### src/rtl/alu_cmd_sequencer_if.sv
// Purpose: bundles the command, ALU and result-FIFO signals of alu_cmd_sequencer.
// Ports (master = sequencer side, slave = host/ALU/consumer side):
//   cmd_valid/cmd_ready/cmd_data    byte-serial command stream into the sequencer
//   alu_a/alu_b/alu_op/alu_result   operand/opcode drive and result return of the ALU
//   res_valid/res_ready/res_data/res_tag/res_count  tagged result FIFO head and occupancy
//   busy                            sequencer is not idle
interface alu_cmd_sequencer_if #(
    parameter int unsigned RES_DEPTH = 4
);
    localparam int unsigned CNT_W = $clog2(RES_DEPTH) + 1;

    logic             cmd_valid;
    logic             cmd_ready;
    logic [7:0]       cmd_data;
    logic [3:0]       alu_a;
    logic [3:0]       alu_b;
    logic [2:0]       alu_op;
    logic [7:0]       alu_result;
    logic             res_valid;
    logic             res_ready;
    logic [7:0]       res_data;
    logic [4:0]       res_tag;
    logic [CNT_W-1:0] res_count;
    logic             busy;

    modport master (
        input  cmd_valid, cmd_data, alu_result, res_ready,
        output cmd_ready, alu_a, alu_b, alu_op,
        output res_valid, res_data, res_tag, res_count, busy
    );

    modport slave (
        output cmd_valid, cmd_data, alu_result, res_ready,
        input  cmd_ready, alu_a, alu_b, alu_op,
        input  res_valid, res_data, res_tag, res_count, busy
    );
endinterface

### src/rtl/alu_cmd_sequencer.sv
// Purpose: initiator front end for the 4-bit ALU. Collects two-byte commands
// (byte 0 = {tag, op}, byte 1 = {b, a}), drives the ALU for ALU_LATENCY cycles,
// then captures the result with its tag into a small result FIFO.
// Ports:
//   clk  rising-edge clock
//   rst  synchronous active-high reset
//   bus  alu_cmd_sequencer_if.master: command input, ALU drive/return, result FIFO, busy
module alu_cmd_sequencer #(
    parameter int unsigned ALU_LATENCY = 1,
    parameter int unsigned RES_DEPTH   = 4
) (
    input  logic                clk,
    input  logic                rst,
    alu_cmd_sequencer_if.master bus
);
    localparam int unsigned PTR_W    = $clog2(RES_DEPTH);
    localparam int unsigned CNT_W    = PTR_W + 1;
    localparam logic [2:0]  LAT_LOAD = 3'(ALU_LATENCY - 1);

    typedef enum logic [1:0] {IDLE, GET_OPS, ISSUE, CAPTURE} state_e;

    typedef struct packed {
        logic [7:0] data;
        logic [4:0] tag;
    } res_entry_t;

    state_e           state_q, state_d;
    logic [2:0]       lat_q, lat_d;
    logic [2:0]       op_q, op_d;
    logic [4:0]       tag_q, tag_d;
    logic [3:0]       a_q, a_d;
    logic [3:0]       b_q, b_d;
    logic             cmd_ready_q;
    logic             busy_q;

    res_entry_t       mem_q [RES_DEPTH];
    logic [PTR_W-1:0] wr_ptr_q, wr_ptr_d;
    logic [PTR_W-1:0] rd_ptr_q, rd_ptr_d;
    logic [CNT_W-1:0] count_q, count_d;
    res_entry_t       head_q, head_d;
    logic             res_valid_q;

    logic             xfer_c;
    logic             full_c;
    logic             pop_c;
    logic             push_c;
    res_entry_t       push_entry_c;

    // Handshake qualifiers; a full FIFO still accepts a push when it pops the same cycle.
    always_comb begin
        xfer_c       = bus.cmd_valid && cmd_ready_q;
        full_c       = (count_q == CNT_W'(RES_DEPTH));
        pop_c        = res_valid_q && bus.res_ready;
        push_c       = (state_q == CAPTURE) && (!full_c || pop_c);
        push_entry_c = '{data: bus.alu_result, tag: tag_q};
    end

    // Command FSM next state and operand latches.
    always_comb begin
        state_d = state_q;
        lat_d   = lat_q;
        op_d    = op_q;
        tag_d   = tag_q;
        a_d     = a_q;
        b_d     = b_q;
        case (state_q)
            IDLE: begin
                if (xfer_c) begin
                    op_d    = bus.cmd_data[2:0];
                    tag_d   = bus.cmd_data[7:3];
                    state_d = GET_OPS;
                end
            end
            GET_OPS: begin
                if (xfer_c) begin
                    a_d     = bus.cmd_data[3:0];
                    b_d     = bus.cmd_data[7:4];
                    lat_d   = LAT_LOAD;
                    state_d = ISSUE;
                end
            end
            ISSUE: begin
                if (lat_q == 3'd0) begin
                    state_d = CAPTURE;
                end else begin
                    lat_d = lat_q - 3'd1;
                end
            end
            CAPTURE: begin
                if (push_c) begin
                    state_d = IDLE;
                end
            end
            default: state_d = IDLE;
        endcase
    end

    // FIFO pointers, occupancy and registered head. A push into the slot that
    // becomes head this cycle bypasses the memory so the head is never stale.
    always_comb begin
        wr_ptr_d = wr_ptr_q + PTR_W'(push_c);
        rd_ptr_d = rd_ptr_q + PTR_W'(pop_c);
        count_d  = count_q + CNT_W'(push_c) - CNT_W'(pop_c);
        head_d   = head_q;
        if (count_d != '0) begin
            if (push_c && (wr_ptr_q == rd_ptr_d)) begin
                head_d = push_entry_c;
            end else begin
                head_d = mem_q[rd_ptr_d];
            end
        end
    end

    always_ff @(posedge clk) begin
        if (rst) begin
            state_q     <= IDLE;
            lat_q       <= '0;
            op_q        <= '0;
            tag_q       <= '0;
            a_q         <= '0;
            b_q         <= '0;
            cmd_ready_q <= 1'b1;
            busy_q      <= 1'b0;
            wr_ptr_q    <= '0;
            rd_ptr_q    <= '0;
            count_q     <= '0;
            head_q      <= '0;
            res_valid_q <= 1'b0;
        end else begin
            state_q     <= state_d;
            lat_q       <= lat_d;
            op_q        <= op_d;
            tag_q       <= tag_d;
            a_q         <= a_d;
            b_q         <= b_d;
            cmd_ready_q <= (state_d == IDLE) || (state_d == GET_OPS);
            busy_q      <= (state_d != IDLE);
            wr_ptr_q    <= wr_ptr_d;
            rd_ptr_q    <= rd_ptr_d;
            count_q     <= count_d;
            head_q      <= head_d;
            res_valid_q <= (count_d != '0);
        end
    end

    // Result storage; contents are don't-care until written, so no reset.
    always_ff @(posedge clk) begin
        if (!rst && push_c) begin
            mem_q[wr_ptr_q] <= push_entry_c;
        end
    end

    assign bus.cmd_ready = cmd_ready_q;
    assign bus.alu_a     = a_q;
    assign bus.alu_b     = b_q;
    assign bus.alu_op    = op_q;
    assign bus.res_valid = res_valid_q;
    assign bus.res_data  = head_q.data;
    assign bus.res_tag   = head_q.tag;
    assign bus.res_count = count_q;
    assign bus.busy      = busy_q;
endmodule
### src/flat_wrapper.sv
// flat-port wrapper written by rule: the top's interface ports become plain ports
module alu_cmd_sequencer_flat 
#(
    parameter int unsigned ALU_LATENCY = 1,
    parameter int unsigned RES_DEPTH   = 4
)
  (clk, rst, bus_cmd_valid, bus_cmd_data, bus_alu_result, bus_res_ready, bus_cmd_ready, bus_alu_a, bus_alu_b, bus_alu_op, bus_res_valid, bus_res_data, bus_res_tag, bus_res_count, bus_busy);
  alu_cmd_sequencer_if #(.RES_DEPTH(RES_DEPTH)) bus_i ();
  input  logic clk;
  input  logic rst;
  input wire logic [$bits(bus_i.cmd_valid)-1:0] bus_cmd_valid;
  input wire logic [$bits(bus_i.cmd_data)-1:0] bus_cmd_data;
  input wire logic [$bits(bus_i.alu_result)-1:0] bus_alu_result;
  input wire logic [$bits(bus_i.res_ready)-1:0] bus_res_ready;
  output wire logic [$bits(bus_i.cmd_ready)-1:0] bus_cmd_ready;
  output wire logic [$bits(bus_i.alu_a)-1:0] bus_alu_a;
  output wire logic [$bits(bus_i.alu_b)-1:0] bus_alu_b;
  output wire logic [$bits(bus_i.alu_op)-1:0] bus_alu_op;
  output wire logic [$bits(bus_i.res_valid)-1:0] bus_res_valid;
  output wire logic [$bits(bus_i.res_data)-1:0] bus_res_data;
  output wire logic [$bits(bus_i.res_tag)-1:0] bus_res_tag;
  output wire logic [$bits(bus_i.res_count)-1:0] bus_res_count;
  output wire logic [$bits(bus_i.busy)-1:0] bus_busy;
  assign bus_i.cmd_valid = bus_cmd_valid;
  assign bus_i.cmd_data = bus_cmd_data;
  assign bus_i.alu_result = bus_alu_result;
  assign bus_i.res_ready = bus_res_ready;
  assign bus_cmd_ready = bus_i.cmd_ready;
  assign bus_alu_a = bus_i.alu_a;
  assign bus_alu_b = bus_i.alu_b;
  assign bus_alu_op = bus_i.alu_op;
  assign bus_res_valid = bus_i.res_valid;
  assign bus_res_data = bus_i.res_data;
  assign bus_res_tag = bus_i.res_tag;
  assign bus_res_count = bus_i.res_count;
  assign bus_busy = bus_i.busy;
  alu_cmd_sequencer #(.ALU_LATENCY(ALU_LATENCY), .RES_DEPTH(RES_DEPTH)) u_core (.clk(clk), .rst(rst), .bus(bus_i));
endmodule
### config.mk
export PLATFORM = sky130hd
export DESIGN_NAME = alu_cmd_sequencer_flat
export DESIGN_NICKNAME = d
export VERILOG_FILES = /design/src/rtl/alu_cmd_sequencer_if.sv /design/src/rtl/alu_cmd_sequencer.sv /design/src/flat_wrapper.sv
export SDC_FILE = /design/constraint.sdc
export NUM_CORES = 1
export LEC_CHECK = 0
export ABC_CLOCK_PERIOD_IN_PS = 2500
export BUFFER_PORTS_ARGS = -buffer_cell sky130_fd_sc_hd__buf_2
export CAP_MARGIN = 10
export CELL_PAD_IN_SITES_DETAIL_PLACEMENT = 1
export CELL_PAD_IN_SITES_GLOBAL_PLACEMENT = 1
export CORE_MARGIN = 1
export CORE_UTILIZATION = 43
export DETAILED_ROUTE_END_ITERATION = 6
export GPL_TIMING_DRIVEN = 1
export PLACE_DENSITY_LB_ADDON = 0.3
export SYNTH_ARGS = -nofsm -noshare
export SYNTH_HDL_FRONTEND = slang
export SYNTH_SLANG_ARGS = --single-unit
export TNS_END_PERCENT = 50
### constraint.sdc
create_clock -name clk -period 2.5 [get_ports clk]
set_clock_uncertainty 0.05 [all_clocks]
set_input_delay 0.25 -clock clk [delete_from_list [all_inputs] [get_ports clk]]
set_output_delay 0.25 -clock clk [all_outputs]
set_load 0.02 [all_outputs]
==> results by group <==
Setup path
  – CP startpoint kind: flip-flop
  – Delay-heaviest family, CP: compound AO/OA/AOI/OAI gates
  – CP Launch Point: u_core.bus.res_valid
  – Worst setup EP type: flip-flop
  – CP Max Fanout: 7
  – CP peak stage delay: 0.46 ns
  – Crit path required time: 2.70 ns
  – RR Startpoint: u_core.bus.res_valid
  – Reg-to-Reg End: u_core.bus.res_data[2]
  – FF-to-FF path depth: 10
  – R2R Setup Slk: -0.05 ns
  – Buffer and inverter count on the worst path: 2
  – Crit path DAT: 2.75 ns
  – Critical path type: reg -> reg
  – Worst path cell trace: a211oi_4 > a21oi_2 > ha_4 > fa_2 > nor2_4 > buf_6 > a21oi_4 > buf_12 > o211a_1 > a221o_2
  – Crit path max-delay cell type: fa_2

Pwr
  – VDD IR max: 0.384 mV
  – Power per cell area: 1050 mW/mm²
  – Leakage Power: 1.98 nW

Placement
  – IO Port Bufs: 49
  – Detailed Place HPWL: 5710 µm
  – Setup Slack @ Placement: -0.462 ns
  – Gpl congestion: 0.803
  – Placed cell count: 439

Status
  – Outcome: finished, violations left
  – Failing checks: DRC, setup timing

Finish
  – Antenna cells: 0
  – Final Non-Filler Cells: 460
  – Nets: 379
  – Leading cell type in the layout, fill and taps excluded: edfxtp_1
  – Most frequent cells in the layout: edfxtp_1, buf_2, dfxtp_1, buf_4, nand2_1
  – Proportion of layout cells with a drive suffix above 1: 37.8%
  – Layout area overhead: 22.5%

Routing
  – DR iter-0 viols: 101
  – DR vias: 2,498
  – Drt wl/cell: 18.4 µm
  – Via density: 5.43
  – Residual DRC: 2
  – Antenna-violating nets left: 0
  – First drt pass iteration count: 6
  – Drt total wl: 8480 µm

Synth
  – Yosys warning total: 0
  – Async set-or-reset flop fraction in the synthesized netlist: 0%
  – Ys flop type: edfxtp_1
  – Yosys reg bits: 96
  – Synth Net Count: 300
  – Post-synthesis sequential area ratio: 62.1%
  – Post-Syn Area per Cell: 14.7 µm²
  – Post-synth EDFFs: 52
  – Post-Syn Instances: 268
  – Post-Synthesis Cell Area: 0.00393 mm²
  – Yosys cell types: 46

Min path
  – Hold_sp: bus_alu_result[6]
  – Hold Path Stages: 1
  – Hold crit path type: in -> reg
  – Hold EP: u_core.mem_q[2][11]

CTS
  – Htree depth: 3
  – CTS Buf Count: 9
  – CTS tree: built
  – Clock sink count: 96
  – Root Buffer: clkbuf_8
  – Clock buffer depth: 2
  – Worst-skew pair later-pin latency: 0.36 ns
  – Cts hold-fix bufs: 0
  – Worst-path clk slew: 0.11 ns

Floorplan
  – Die Y: 97.6 µm
  – Horiz. Die Dim: 97.6 µm
  – Initial core utilization: 44.7%
  – # IOs: 50
  – Die area: 0.00953 mm²
  – Core area: 0.00881 mm²
  – Core Rows: 34

Global routing
  – GRT overflow: 0
  – Antenna violations before repair: 0
  – GRT Resource Usage Total: 18.6%
  – Vias in the first global route: 2,579
  – First-pass GRT wire length: 13,500 µm
  – Largest net degree at the start of global routing: 33

STA
  – Setup violators final: 11
  – Peak Freq: 393 MHz
  – RSZ-0062 raised after global routing: yes
  – Max-slew headroom: 64.7%
  – Min Tclk post-route: 2.55 ns
  – Period utilization: 102%
  – Fin. Hold Viols: 0
  – Final Max Tran Viols: 0
  – Actual slew at the worst max-slew pin: 0.527 ns
  – Setup TNS: -0.186 ns
  – Final WS setup: -0.0476 ns

Run
  – Max-cap violation count: 0
==> where the power goes <==
part / total [mW] / leakage (nW) / internal (mW) / switching (mW)
logic: 1.95 / 1.03 / 0.966 / 0.986
registers: 1.98 / 0.833 / 1.85 / 0.128
clock network: 1.11 / 0.113 / 0.498 / 0.613
total: 5.04 / 1.98 / 3.32 / 1.73
==> kinds of logic after synthesis <==
| group | share of synthesized area [%] |
|---|---|
| flops | 62.1 |
| simple gates | 7.48 |
| compound gates | 11.0 |
| buf+inv | 4.04 |
| mux | 9.48 |
| fa+ha+maj | 4.01 |
| xor+xnor | 1.88 |
==> worst max path at each step <==
| stage | end | slack [ns] | cells past startpoint |
|---|---|---|---|
| 6_report | u_core.bus.res_data[2] | -0.05 | 10 |
| 5_1_grt | u_core.bus.res_data[0] | -0.09 | 10 |
| 4_1_cts | u_core.bus.res_data[2] | 0.002 | 10 |
| 3_5_place_dp | u_core.bus.res_tag[4] | -0.46 | 10 |
| 3_3_place_gp | u_core.bus.res_data[1] | -0.39 | 10 |
| 2_1_floorplan | u_core.bus.res_tag[0] | -0.14 | 10 |
==> sequential cells by signal (all words and copies together), names as in the netlist <==
| name | cells |
|---|---|
| u_core.rd_ptr_q | 2 |
| u_core.bus.alu_a | 4 |
| u_core.bus.alu_op | 3 |
| u_core.bus.busy | 1 |
| u_core.bus.res_data | 8 |
| u_core.lat_q | 3 |
| u_core.state_q | 2 |
| u_core.bus.cmd_ready | 1 |
| u_core.tag_q | 5 |
| u_core.bus.res_count | 3 |
| u_core.bus.res_tag | 5 |
| u_core.mem_q | 52 |
| u_core.wr_ptr_q | 2 |
| u_core.bus.alu_b | 4 |
| u_core.bus.res_valid | 1 |
==> cell usage after synthesis, types with 2 or more instances <==
master	number	area share, %
a221o_1	10	2.5
a21oi_1	12	1.5
mux4_2	13	7.4
ha_1	11	3.5
nand3_1	3	0.38
dfxtp_1	44	22
clkbuf_1	4	0.38
nand2b_1	2	0.32
buf_4	2	0.38
nor2_1	15	1.4
edfxtp_1	52	40
a311oi_1	2	0.45
nor3b_1	2	0.38
inv_1	13	1.2
o211a_1	13	3.3
mux2i_1	8	2.0
nor2b_1	5	0.80
xnor2_1	2	0.45
nand2_1	21	2.0
a221o_2	3	0.86
nor3_1	2	0.25
clkbuf_8	3	1.0
buf_6	3	0.86
==> through the flow <==
step / power (mW) / cell area [µm²] / hold slack (ns) / utilization, %
floorplan: 3.13 / 3940 / 0.299 / -
global placement: 3.61 / 4450 / 0.390 / 50.6
detailed placement: 3.67 / 4450 / 0.404 / 50.6
CTS: 4.86 / 4730 / 0.0518 / 53.7
global route: 5.31 / 4820 / 0.0424 / 54.7
finish: 5.04 / 4820 / 0.0603 / 54.7
==> cell type report <==
| type | count | area, µm² |
|---|---|---|
| clock inverters | 7 | 97.6 |
| inverters | 13 | 48.8 |
| repair buffers | 81 | 552 |
| well taps | 108 | 135 |
| fillers | 886 | 3990 |
| flip-flops and latches | 96 | 2450 |
| multi-input cells | 146 | 1410 |
| clock buffers | 9 | 124 |
==> metal layers <==
layer	vias up	GRT usage (%)	share of wire (%)
met5	-	0	0
met4	0	5.71	1.3
met3	11	4.32	3.1
met2	43	32.5	51
met1	1269	22.8	45
li1	1175	-	-
==> repair_timing <==
| item | in CTS | in global routing |
|---|---|---|
| buffers inserted | 4 | 2 |
| resized for setup | 9 | 13 |
| gates cloned | 0 | 1 |
| setup endpoints to repair | 13 | 13 |
| pin swaps | 4 | 1 |
Power figures use the tool's default switching activity.
